<file path="src/rtl/serial_subtractor_if.sv">
// Start/done handshake bundle for the bit-serial subtractor.
// The controller (master) drives the request and operands. The subtractor (slave)
// returns its status and the registered result.
interface serial_subtractor_if #(
    parameter int WIDTH = 8
) ();
    logic             start;
    logic [WIDTH-1:0] A;
    logic [WIDTH-1:0] B;
    logic             Bin;
    logic             busy;
    logic             done;
    logic [WIDTH-1:0] DIFF;
    logic             Bout;

    modport master (
        output start, A, B, Bin,
        input  busy, done, DIFF, Bout
    );

    modport slave (
        input  start, A, B, Bin,
        output busy, done, DIFF, Bout
    );
endinterface : serial_subtractor_if

</file>
<file path="src/rtl/serial_subtractor.sv">
// Bit-serial WIDTH-bit subtractor: DIFF = A - B - Bin, Bout = borrow out of the MSB.
// One bit is resolved per clock, LSB first, so a result takes WIDTH cycles.
// All outputs are driven straight from registers. DIFF and Bout hold the previous
// result until the next operation completes.
module serial_subtractor #(
    parameter int WIDTH = 8
) (
    input  logic                clk,
    input  logic                rst_n,
    serial_subtractor_if.slave  bus
);

    localparam int CNT_W = (WIDTH > 2) ? $clog2(WIDTH) : 1;
    localparam logic [CNT_W-1:0] LAST_BIT = CNT_W'(WIDTH - 1);

    typedef enum logic [1:0] {
        IDLE  = 2'd0,
        SHIFT = 2'd1,
        DONE  = 2'd2
    } state_t;

    // Full-subtractor cell. The result is {borrow_out, difference_bit}.
    function automatic logic [1:0] sub_bit(input logic a, input logic b, input logic br);
        logic d;
        logic bo;
        d  = a ^ b ^ br;
        bo = (~a & b) | (~(a ^ b) & br);
        return {bo, d};
    endfunction

    state_t            state_q, state_d;
    logic [WIDTH-1:0]  a_sr_q, a_sr_d;
    logic [WIDTH-1:0]  b_sr_q, b_sr_d;
    logic [WIDTH-1:0]  res_q, res_d;
    logic              borrow_q, borrow_d;
    logic [CNT_W-1:0]  cnt_q, cnt_d;
    logic [WIDTH-1:0]  diff_q, diff_d;
    logic              bout_q, bout_d;
    logic              busy_q, busy_d;
    logic              done_q, done_d;
    logic [1:0]        cell_s;

    // Next-state, datapath shift and output-flag computation.
    always_comb begin
        state_d  = state_q;
        a_sr_d   = a_sr_q;
        b_sr_d   = b_sr_q;
        res_d    = res_q;
        borrow_d = borrow_q;
        cnt_d    = cnt_q;
        diff_d   = diff_q;
        bout_d   = bout_q;
        cell_s   = sub_bit(a_sr_q[0], b_sr_q[0], borrow_q);

        case (state_q)
            IDLE: begin
                if (bus.start) begin
                    a_sr_d   = bus.A;
                    b_sr_d   = bus.B;
                    borrow_d = bus.Bin;
                    cnt_d    = {CNT_W{1'b0}};
                    state_d  = SHIFT;
                end else begin
                    state_d  = IDLE;
                end
            end
            SHIFT: begin
                // Shift the difference bit in at the MSB end so that after WIDTH
                // edges the LSB has reached bit 0.
                res_d    = {cell_s[0], res_q[WIDTH-1:1]};
                borrow_d = cell_s[1];
                a_sr_d   = {1'b0, a_sr_q[WIDTH-1:1]};
                b_sr_d   = {1'b0, b_sr_q[WIDTH-1:1]};
                if (cnt_q == LAST_BIT) begin
                    diff_d  = {cell_s[0], res_q[WIDTH-1:1]};
                    bout_d  = cell_s[1];
                    state_d = DONE;
                end else begin
                    cnt_d   = cnt_q + CNT_W'(1);
                end
            end
            DONE: begin
                state_d = IDLE;
            end
            default: begin
                state_d = IDLE;
            end
        endcase

        // The status flags are registered alongside the state, so they track it exactly.
        busy_d = (state_d == SHIFT);
        done_d = (state_d == DONE);
    end

    // State, datapath and output registers with a synchronous active-low reset.
    always_ff @(posedge clk) begin
        if (!rst_n) begin
            state_q  <= IDLE;
            a_sr_q   <= {WIDTH{1'b0}};
            b_sr_q   <= {WIDTH{1'b0}};
            res_q    <= {WIDTH{1'b0}};
            borrow_q <= 1'b0;
            cnt_q    <= {CNT_W{1'b0}};
            diff_q   <= {WIDTH{1'b0}};
            bout_q   <= 1'b0;
            busy_q   <= 1'b0;
            done_q   <= 1'b0;
        end else begin
            state_q  <= state_d;
            a_sr_q   <= a_sr_d;
            b_sr_q   <= b_sr_d;
            res_q    <= res_d;
            borrow_q <= borrow_d;
            cnt_q    <= cnt_d;
            diff_q   <= diff_d;
            bout_q   <= bout_d;
            busy_q   <= busy_d;
            done_q   <= done_d;
        end
    end

    assign bus.busy = busy_q;
    assign bus.done = done_q;
    assign bus.DIFF = diff_q;
    assign bus.Bout = bout_q;

endmodule : serial_subtractor

</file>
<file path="src/flat_wrapper.sv">
// flat-port wrapper written by rule: the top's interface ports become plain ports
module serial_subtractor_flat 
#(
    parameter int WIDTH = 8
)
  (clk, rst_n, bus_start, bus_A, bus_B, bus_Bin, bus_busy, bus_done, bus_DIFF, bus_Bout);
  serial_subtractor_if #(.WIDTH(WIDTH)) bus_i ();
  input  logic clk;
  input  logic rst_n;
  input wire logic [$bits(bus_i.start)-1:0] bus_start;
  input wire logic [$bits(bus_i.A)-1:0] bus_A;
  input wire logic [$bits(bus_i.B)-1:0] bus_B;
  input wire logic [$bits(bus_i.Bin)-1:0] bus_Bin;
  output wire logic [$bits(bus_i.busy)-1:0] bus_busy;
  output wire logic [$bits(bus_i.done)-1:0] bus_done;
  output wire logic [$bits(bus_i.DIFF)-1:0] bus_DIFF;
  output wire logic [$bits(bus_i.Bout)-1:0] bus_Bout;
  assign bus_i.start = bus_start;
  assign bus_i.A = bus_A;
  assign bus_i.B = bus_B;
  assign bus_i.Bin = bus_Bin;
  assign bus_busy = bus_i.busy;
  assign bus_done = bus_i.done;
  assign bus_DIFF = bus_i.DIFF;
  assign bus_Bout = bus_i.Bout;
  serial_subtractor #(.WIDTH(WIDTH)) u_core (.clk(clk), .rst_n(rst_n), .bus(bus_i));
endmodule
</file>
<file path="config.mk">
export PLATFORM = sky130hd
export DESIGN_NAME = serial_subtractor_flat
export DESIGN_NICKNAME = d
export VERILOG_FILES = /design/src/rtl/serial_subtractor_if.sv /design/src/rtl/serial_subtractor.sv /design/src/flat_wrapper.sv
export SDC_FILE = /design/constraint.sdc
export NUM_CORES = 1
export LEC_CHECK = 0
export CORE_MARGIN = 4
export CORE_UTILIZATION = 35
export DETAILED_ROUTE_END_ITERATION = 6
export PLACE_DENSITY = 0.58
export RECOVER_POWER = 50
export SYNTH_ARGS = -nofsm -noshare
export SYNTH_HDL_FRONTEND = slang
export SYNTH_SLANG_ARGS = --single-unit
</file>
<file path="constraint.sdc">
create_clock -name clk -period 2.4 [get_ports clk]
set_input_delay 0.24 -clock clk [delete_from_list [all_inputs] [get_ports clk]]
set_output_delay 0.24 -clock clk [all_outputs]
set_load 0.1 [all_outputs]
</file>
==> key figures, run 1 <==
STA
  • Fin. Hold Viols: 0
  • Hold WS: 0.4579 ns
  • Final period util: 0.7319
  • Fmax: 569.3 MHz
  • Slew headroom: 0.2157
  • Slew of the pin with the lowest slew margin: 1.182 ns
  • Fin Setup TNS: 0 ns
  • Final min period: 1.757 ns
  • Max Slew Vio Count: 0
  • RSZ-0062 raised after global routing: no
  • Clock skew: 0.001788 ns
  • Final setup fails: 0

Clock tree
  • Clk sink count: 40
  • CTS clk-pin slew, worst paths: 0.07 ns
  • Post-CTS setup buffer count: 0
  • Worst-Skew Late Latency: 0.28 ns
  • Clock tree buffer depth: 2
  • TritonCTS Buffers: 5
  • CTS tree: yes
  • PostCTS Resize Cnt: 0
  • H-tree depth: 2
  • Root buffer selected by CTS: clkbuf_8
  • Cts hold-fix bufs: 0

Die
  • Die Ht: 79.70 um
  • Initial Utilization: 0.3711
  • Die Area: 6352 um^2
  • Core area: 4848 um^2
  • Chip Width: 79.70 um
  • # IOs: 31
  • Num rows: 25

Route
  • Total Wirelength: 3.561 mm
  • DR WL/cell: 13.24 um
  • DRC Markers: 0
  • DR iter-0 viols: 70
  • DR vias: 1304
  • Vias per cell: 4.848
  • Final ANT Viol Nets: 0
  • DRT Pass-1 Iters: 4

Critical path
  • Worst reg2reg path startpoint: u_core.state_q[0]$_SDFF_PN0_
  • R2R Setup Slk: 0.64 ns
  • WS Path Type: flip-flop to flip-flop
  • Slowest cell on crit path: o21ba_2
  • Critical path peak fanout: 30
  • Cell family with most CP delay: compound AO/OA/AOI/OAI gates
  • CP cell instances: o21ba_2, nor2_2, a211oi_2
  • Buf/Inv on CP: 0
  • Nature of the critical path endpoint: flip-flop
  • Setup crit start: u_core.state_q[0]$_SDFF_PN0_
  • Worst path arrival time: 1.96 ns
  • Critical Path RT: 2.61 ns
  • Worst Setup Start Kind: flip-flop
  • CP peak stage delay: 0.81 ns

Synth
  • Mapped Area: 1799 um^2
  • Share of the yosys chip area belonging to registers: 0.4451
  • Syn nets: 197
  • Commonest cells in the synthesized netlist: dfxtp_1 (40), nand2_1 (22), a21oi_1 (17)
  • Largest area contributor in the netlist: dfxtp_1
  • Synth Register Bits: 40
  • Most instantiated library cell after synthesis: dfxtp_1
  • Post-synth ARST share: 0
  • Predominant post-synthesis flop cell: dfxtp_1
  • Post-synth EDFFs: 0
  • Ranking of synthesized cells by area: dfxtp_1 (45%), a211oi_2 (11%), mux2i_1 (8.9%)
  • Post-synth top area share: 0.4451
  • Yosys warns: 0
  • Mean Syn Cell Area: 10.34 um^2
  • Synth unique cells: 29
  • Mapped Cells: 174

Power
  • PwrDens: 644.8 nW/um^2
  • Clk network pwr share: 0.330
  • Seq pwr share: 0.535
  • Pwr Total: 1.346 mW
  • Comb pwr share: 0.135
  • Sw Pwr: 0.3292 mW
  • Switching Fraction: 0.2447
  • Max VDD drop: 0.3484 mV
  • Leakage power: 0.7349 nW
  • Internal power: 1.016 mW

Hold path
  • Hold Path Class: flip-flop to flip-flop
  • Hold path start: u_core.bus.DIFF[4]$_SDFFE_PN0P_

Cells and area
  • Share of cells above drive strength 1: 0.2079
  • Diode count: 0
  • Nets: 224
  • Area Growth Syn to Fin: 15.99%

GRT
  • Remaining Overflow, GRT: 0
  • Largest net degree at the start of global routing: 31
  • Initial antenna violation count: 0
  • Vias in the first global route: 1346
  • First-pass GRT wire length: 6.106 mm
  • Gr usage total: 0.1230

Placement
  • RD Place Congestion: 0.7532
  • Hpwl dp: 2.623 mm
  • Buffers on Ports: 30

Run
  • Max_cap viols: 0

Status
  • Status: finished clean
worst reg2reg max path, stage by stage, from the launching register on:
cell	delay (ns)
dfxtp_1	0.56
o21ba_2	0.81
nor2_2	0.10
a211oi_2	0.22
logic make-up after synthesis:
logic type | share of synthesized area
AO/OA/AOI/OAI | 0.2003
AND/OR/NAND/NOR | 0.1676
buffers and inverters | 0.07301
adder cells (fa/ha/maj) | 0.02503
multiplexers | 0.08901
flip-flops | 0.4451
layout make-up:
| cell class | count | area (um^2) |
|---|---|---|
| clock buffers | 8 | 90.09 |
| fillers | 488 | 2761 |
| inverters | 2 | 7.507 |
| multi-input cells | 119 | 850.8 |
| flip-flops and latches | 40 | 800.8 |
| well taps | 67 | 83.83 |
| repair buffers | 33 | 254.0 |
cell usage in the layout (no fill, tap or decap), types with 2 or more instances in the layout:
cell / instances
a211oi_1: 2
a211oi_2: 14
a21oi_1: 17
a22oi_1: 2
a32oi_1: 2
buf_4: 3
clkbuf_1: 13
clkbuf_8: 6
clkdlybuf4s50_1: 19
dfxtp_1: 40
ha_1: 2
inv_1: 2
mux2i_1: 16
nand2_1: 22
nand3_1: 7
nor2_1: 7
nor2_2: 15
nor3_1: 2
per-layer routing:
metal	up-vias	GRT usage	routed length [um]
met4	0	0.06014	60
met3	6	0.03612	97
met5	-	0	0
met2	21	0.1995	1833
met1	616	0.1475	1570
li1	661	-	-
flip-flops by register name, indices dropped and copies added, names as in the netlist:
signal           cells
u_core.res_q         7
u_core.bus.done      1
u_core.state_q       2
u_core.bus.DIFF      8
u_core.borrow_q      1
u_core.b_sr_q        8
u_core.bus.busy      1
u_core.bus.Bout      1
u_core.a_sr_q        8
u_core.cnt_q         3
power groups by stage:
stage / Combinational, mW / Clock (mW) / Sequential, mW
2_1_floorplan: 0.148 / 0 / 0.736
3_3_place_gp: 0.183 / 0 / 0.733
3_5_place_dp: 0.188 / 0 / 0.736
4_1_cts: 0.189 / 0.462 / 0.720
5_1_grt: 0.201 / 0.492 / 0.725
6_report: 0.182 / 0.444 / 0.720
per-stage QoR:
stage                 util  std cells  worst slack, ns  instance area (um^2)
finish              0.4305        269           0.6434                  2087
global route        0.4305        269           0.4975                  2087
CTS                 0.4423        269           0.7361                  2145
detailed placement  0.4237        261           0.7178                  2054
global placement    0.4237        261           0.7890                  2054
floorplan                -        174            1.068                  1799
worst paths after layout:
| kind | end | cells past startpoint |
|---|---|---|
| worst max register to register | u_core.b_sr_q[6]$_SDFFE_PN0P_ | 3 |
| worst min-delay path | u_core.bus.DIFF[4]$_SDFFE_PN0P_ | 2 |
| worst max-delay path | u_core.b_sr_q[6]$_SDFFE_PN0P_ | 3 |
| worst min register to register | u_core.bus.DIFF[4]$_SDFFE_PN0P_ | 2 |
No activity file was read; power rests on OpenSTA's default activity.
==> run 2, diff against run 1 <==
- clock period: 2.4 -> 1.8 ns (I/O delays scaled with it)
==> run 2 against run 1 <==
Against the previous run: critical endpoint is now u_core.cnt_q[1]$_SDFFE_PN0P_; combinational power grew 42%; clock power is 37% higher; die area stayed put; highest routed layer unchanged.
==> key figures, run 2 (synthesized netlist as in run 1, its figures left out) <==
Route
  • DRC Markers: 0
  • Vias per cell: 4.959
  • DR iter-0 viols: 104
  • Total Wirelength: 3.620 mm
  • DRT Pass-1 Iters: 4
  • DR WL/cell: 13.36 um
  • Final ANT Viol Nets: 0
  • DR vias: 1344

Clock tree
  • H-tree depth: 2
  • Root buffer selected by CTS: clkbuf_8
  • Post-CTS setup buffer count: 0
  • CTS clk-pin slew, worst paths: 0.07 ns
  • Clk sink count: 40
  • TritonCTS Buffers: 5
  • Worst-Skew Late Latency: 0.29 ns
  • Cts hold-fix bufs: 0
  • Clock tree buffer depth: 2
  • CTS tree: yes
  • PostCTS Resize Cnt: 0

Die
  • # IOs: 31
  • Die Area: 6352 um^2
  • Die Ht: 79.70 um
  • Core area: 4848 um^2
  • Num rows: 25
  • Chip Width: 79.70 um
  • Initial Utilization: 0.3711

Critical path
  • WS Path Type: flip-flop to flip-flop
  • Critical path peak fanout: 13
  • Cell family with most CP delay: adder cells
  • CP peak stage delay: 0.34 ns
  • Critical Path RT: 1.98 ns
  • Worst Setup Start Kind: flip-flop
  • R2R Setup Slk: 0.27 ns
  • Nature of the critical path endpoint: flip-flop
  • Slowest cell on crit path: dfxtp_1
  • Most frequent CP cell: ha_1
  • Buf/Inv on CP: 1
  • CP cell instances: ha_1, ha_1, buf_4, and2_1, a32oi_1, a21oi_1
  • Worst path arrival time: 1.72 ns

GRT
  • Initial antenna violation count: 0
  • Largest net degree at the start of global routing: 41
  • Vias in the first global route: 1395
  • Remaining Overflow, GRT: 0
  • First-pass GRT wire length: 6.258 mm
  • Gr usage total: 0.1265

Cells and area
  • Nets: 226
  • Diode count: 0
  • Area Growth Syn to Fin: 19.12%
  • Most frequent cells in the layout: dfxtp_1 (40), nand2_1 (22), clkdlybuf4s50_1 (19), a21oi_1 (17), mux2i_1 (16)
  • Share of cells above drive strength 1: 0.2745
  • Most common cell after layout, fill and taps aside: dfxtp_1

STA
  • Fin. Hold Viols: 0
  • Slew of the pin with the lowest slew margin: 0.5456 ns
  • Final WS setup: 0.2656 ns
  • Final min period: 1.534 ns
  • Final period util: 0.8524
  • RSZ-0062 raised after global routing: no
  • Fmax: 651.7 MHz
  • Final setup fails: 0
  • Slew headroom: 0.6378
  • Max Slew Vio Count: 0
  • Clock skew: 0.003597 ns
  • Fin Setup TNS: 0 ns

Power
  • Max VDD drop: 0.3512 mV
  • PwrDens: 851.1 nW/um^2
  • Leakage power: 0.8008 nW

Run
  • Max_cap viols: 0

Placement
  • Hpwl dp: 2.549 mm
  • Buffers on Ports: 30
  • Pre-CTS setup slack: 0.2749 ns
  • RD Place Congestion: 0.7061

Status
  • Status: finished clean

Hold path
  • Hold Path Class: flip-flop to flip-flop
[run 2: metal layers]
layer	track usage	wire, um	vias up
li1	-	-	666
met1	0.1489	1586	645
met2	0.2120	1832	25
met3	0.04063	134	8
met4	0.04983	66	0
met5	0	0	-
[run 2: worst reg2reg max path, stage by stage (launching register included)]
cell and delay (ns):
dfxtp_1 0.34, ha_1 0.22, ha_1 0.20, buf_4 0.18, and2_1 0.21, a32oi_1 0.18
a21oi_1 0.09
[run 2: report_power, final]
part           switching (mW)  total (mW)  internal, mW
sequential             0.0314       0.958         0.927
clock                   0.302       0.608         0.306
combinational           0.133       0.259         0.126
total                   0.466        1.82          1.36
[run 2: layout make-up]
type	count	area (um^2)
Fill cell	476	2705
Multi-Input combinational cell	119	853.3
Sequential cell	40	800.8
Timing Repair Buffer	35	305.3
Tap cell	67	83.83
Clock buffer	6	82.58
Clock inverter	2	10.01
Inverter	2	7.507
[run 2: per-stage QoR]
stage	power (mW)	hold slack, ns	util	std cells	instance area (um^2)
after CTS	1.850	0.4626	0.4511	271	2187
final	1.824	0.4582	0.4421	271	2143
after global placement	1.233	0.4429	0.4320	263	2095
after detailed placement	1.245	0.4523	0.4320	263	2095
after global routing	1.922	0.4821	0.4421	271	2143
after floorplan	1.179	0.3283	-	174	1799
[run 2: final timing paths]
path                                                      start                               to  depth (start not counted)
worst max-delay path               u_core.cnt_q[0]$_SDFFE_PN0P_     u_core.cnt_q[1]$_SDFFE_PN0P_                          6
worst min-delay path            u_core.bus.DIFF[2]$_SDFFE_PN0P_  u_core.bus.DIFF[2]$_SDFFE_PN0P_                          2
worst max register to register     u_core.cnt_q[0]$_SDFFE_PN0P_     u_core.cnt_q[1]$_SDFFE_PN0P_                          6
worst min register to register  u_core.bus.DIFF[2]$_SDFFE_PN0P_  u_core.bus.DIFF[2]$_SDFFE_PN0P_                          2
==> run 3, diff against run 2 <==
- CORE_MARGIN: 4 -> 2
==> run 3 against run 2 <==
Against the previous run: clock power rose by 17%; sequential power barely moved; power is 5.6% higher; sequential share of layout area fell by 0.66 points; hold slack lost 0.00074 ns; utilization down 0.93 points; non-clock buffer count increased by 1; first-iteration DRC count is 57% lower; critical path depth decreased by 2; final area increased by 1.8%; count of clock-buffer cells in the layout is the same; fmax increased by 2.3%; largest cell class unchanged.
==> key figures, run 3 (synthesized netlist as in run 1, its figures left out) <==
STA
  • Fin Setup TNS: 0 ns
  • Slew headroom: 0.5754
  • RSZ-0062 raised after global routing: no
  • Final setup fails: 0
  • Final WS setup: 0.3002 ns
  • Hold WS: 0.4574 ns
  • Final period util: 0.8332
  • Fin. Hold Viols: 0
  • Final min period: 1.500 ns
  • Fmax: 666.8 MHz
  • Max Slew Vio Count: 0
  • Slew of the pin with the lowest slew margin: 0.6341 ns
  • Clock skew: 0.004758 ns

Critical path
  • R2R Setup Slk: 0.30 ns
  • Nature of the critical path endpoint: flip-flop
  • Critical path peak fanout: 14
  • Worst path arrival time: 1.68 ns
  • Critical Path RT: 1.98 ns
  • Setup crit start: u_core.state_q[0]$_SDFF_PN0_
  • WS Path Type: flip-flop to flip-flop
  • Reg2Reg Depth: 4
  • Worst reg2reg path startpoint: u_core.state_q[0]$_SDFF_PN0_
  • Worst Setup Start Kind: flip-flop
  • Reg-to-Reg End: u_core.b_sr_q[7]$_SDFFE_PN0P_

Clock tree
  • Root buffer selected by CTS: clkbuf_8
  • PostCTS Resize Cnt: 0
  • Clk sink count: 40
  • TritonCTS Buffers: 5
  • Clock tree buffer depth: 2
  • Cts hold-fix bufs: 0
  • Worst-Skew Late Latency: 0.29 ns
  • H-tree depth: 2
  • CTS clk-pin slew, worst paths: 0.07 ns
  • Post-CTS setup buffer count: 0
  • CTS tree: yes

Hold path
  • Hold path start: u_core.bus.DIFF[4]$_SDFFE_PN0P_
  • WHS Endpoint: u_core.bus.DIFF[4]$_SDFFE_PN0P_
  • Hold path depth: 2
  • Hold Path Class: flip-flop to flip-flop

Cells and area
  • Util after Layout: 0.4328
  • Post-route cell area: 2182 um^2
  • Most frequent cells in the layout: dfxtp_1 (40), nand2_1 (22), clkdlybuf4s50_1 (19), a21oi_1 (17), mux2i_1 (16)
  • Most common cell after layout, fill and taps aside: dfxtp_1
  • Share of cells above drive strength 1: 0.2780
  • Area Growth Syn to Fin: 21.28%
  • Nets: 227
  • Post-route insts no fill: 275
  • Diode count: 0

Power
  • PwrDens: 883.0 nW/um^2
  • Max VDD drop: 0.2798 mV
  • Leakage power: 0.8101 nW
  • Pwr Total: 1.927 mW

Route
  • DRT Pass-1 Iters: 6
  • Top sig layer: met4
  • DRC Markers: 0
  • DR WL/cell: 11.70 um
  • DR iter-0 viols: 45
  • Total Wirelength: 3.217 mm
  • M1 wire length: 1.609 mm
  • Met2 wire len: 1.415 mm
  • DR vias: 1298
  • Vias per cell: 4.720
  • Final ANT Viol Nets: 0
  • Routed wl met3: 125 um

Placement
  • RD Place Congestion: 0.6797
  • Cell area after placement: 2118 um^2
  • Pre-CTS setup slack: 0.2842 ns
  • Placed insts: 267
  • Hpwl dp: 2.144 mm
  • Buffers on Ports: 30

Run
  • Max_cap viols: 0

Status
  • Status: finished clean

GRT
  • First-pass GRT wire length: 5.416 mm
  • Largest net degree at the start of global routing: 41
  • Gr usage total: 0.1261
  • Vias in the first global route: 1199
  • Remaining Overflow, GRT: 0
  • Initial antenna violation count: 0

Die
  • Die Ht: 75.70 um
  • # IOs: 31
  • Die Area: 5730 um^2
  • Chip Width: 75.70 um
  • Num rows: 26
  • Initial Utilization: 0.3568
  • Core area: 5042 um^2
==> run 3: cell count changes in the layout (fill, tap and decap cells not counted), sizes merged <==
| cell | delta |
|---|---|
| bufinv | +1 |
| buf | +1 |
| clkinv | -1 |
==> run 3: worst max-delay path by stage <==
stage                                           end  slack [ns]  cells past startpoint
floorplan           u_core.bus.DIFF[7]$_SDFFE_PN0P_        0.47                      2
global placement      u_core.a_sr_q[4]$_SDFFE_PN0P_        0.28                      5
detailed placement    u_core.b_sr_q[6]$_SDFFE_PN0P_        0.28                      5
CTS                    u_core.cnt_q[0]$_SDFFE_PN0P_        0.31                      6
global route        u_core.bus.DIFF[7]$_SDFFE_PN0P_        0.13                      3
finish                u_core.b_sr_q[7]$_SDFFE_PN0P_        0.30                      4
==> run 3: per-layer routing <==
layer  track usage  vias up
met5             0        -
met4       0.05848        0
met3       0.03571        7
met2        0.1981       23
met1        0.1605      595
li1              -      673
==> run 3: report_power, final <==
group / total, mW / internal [mW] / switching (mW) / leakage (nW)
combinational: 0.261 / 0.130 / 0.131 / 0.427
clock: 0.710 / 0.411 / 0.299 / 0.0552
sequential: 0.956 / 0.927 / 0.0294 / 0.327
total: 1.93 / 1.47 / 0.459 / 0.810
==> run 3: final cells by class <==
type | instances | area, um^2
clock buffer | 6 | 72.57
clock inverter | 2 | 35.03
fill | 513 | 2860
inverter | 2 | 7.507
multi-input combinational | 119 | 853.3
sequential | 40 | 800.8
tap | 70 | 87.58
timing repair buffer | 36 | 325.3
==> run 3: worst max-delay path, cell delays in order (launching register included) <==
cell and delay, ns:
dfxtp_1 0.41, clkbuf_2 0.42, o21bai_1 0.28, a22oi_1 0.24, nor2_1 0.05
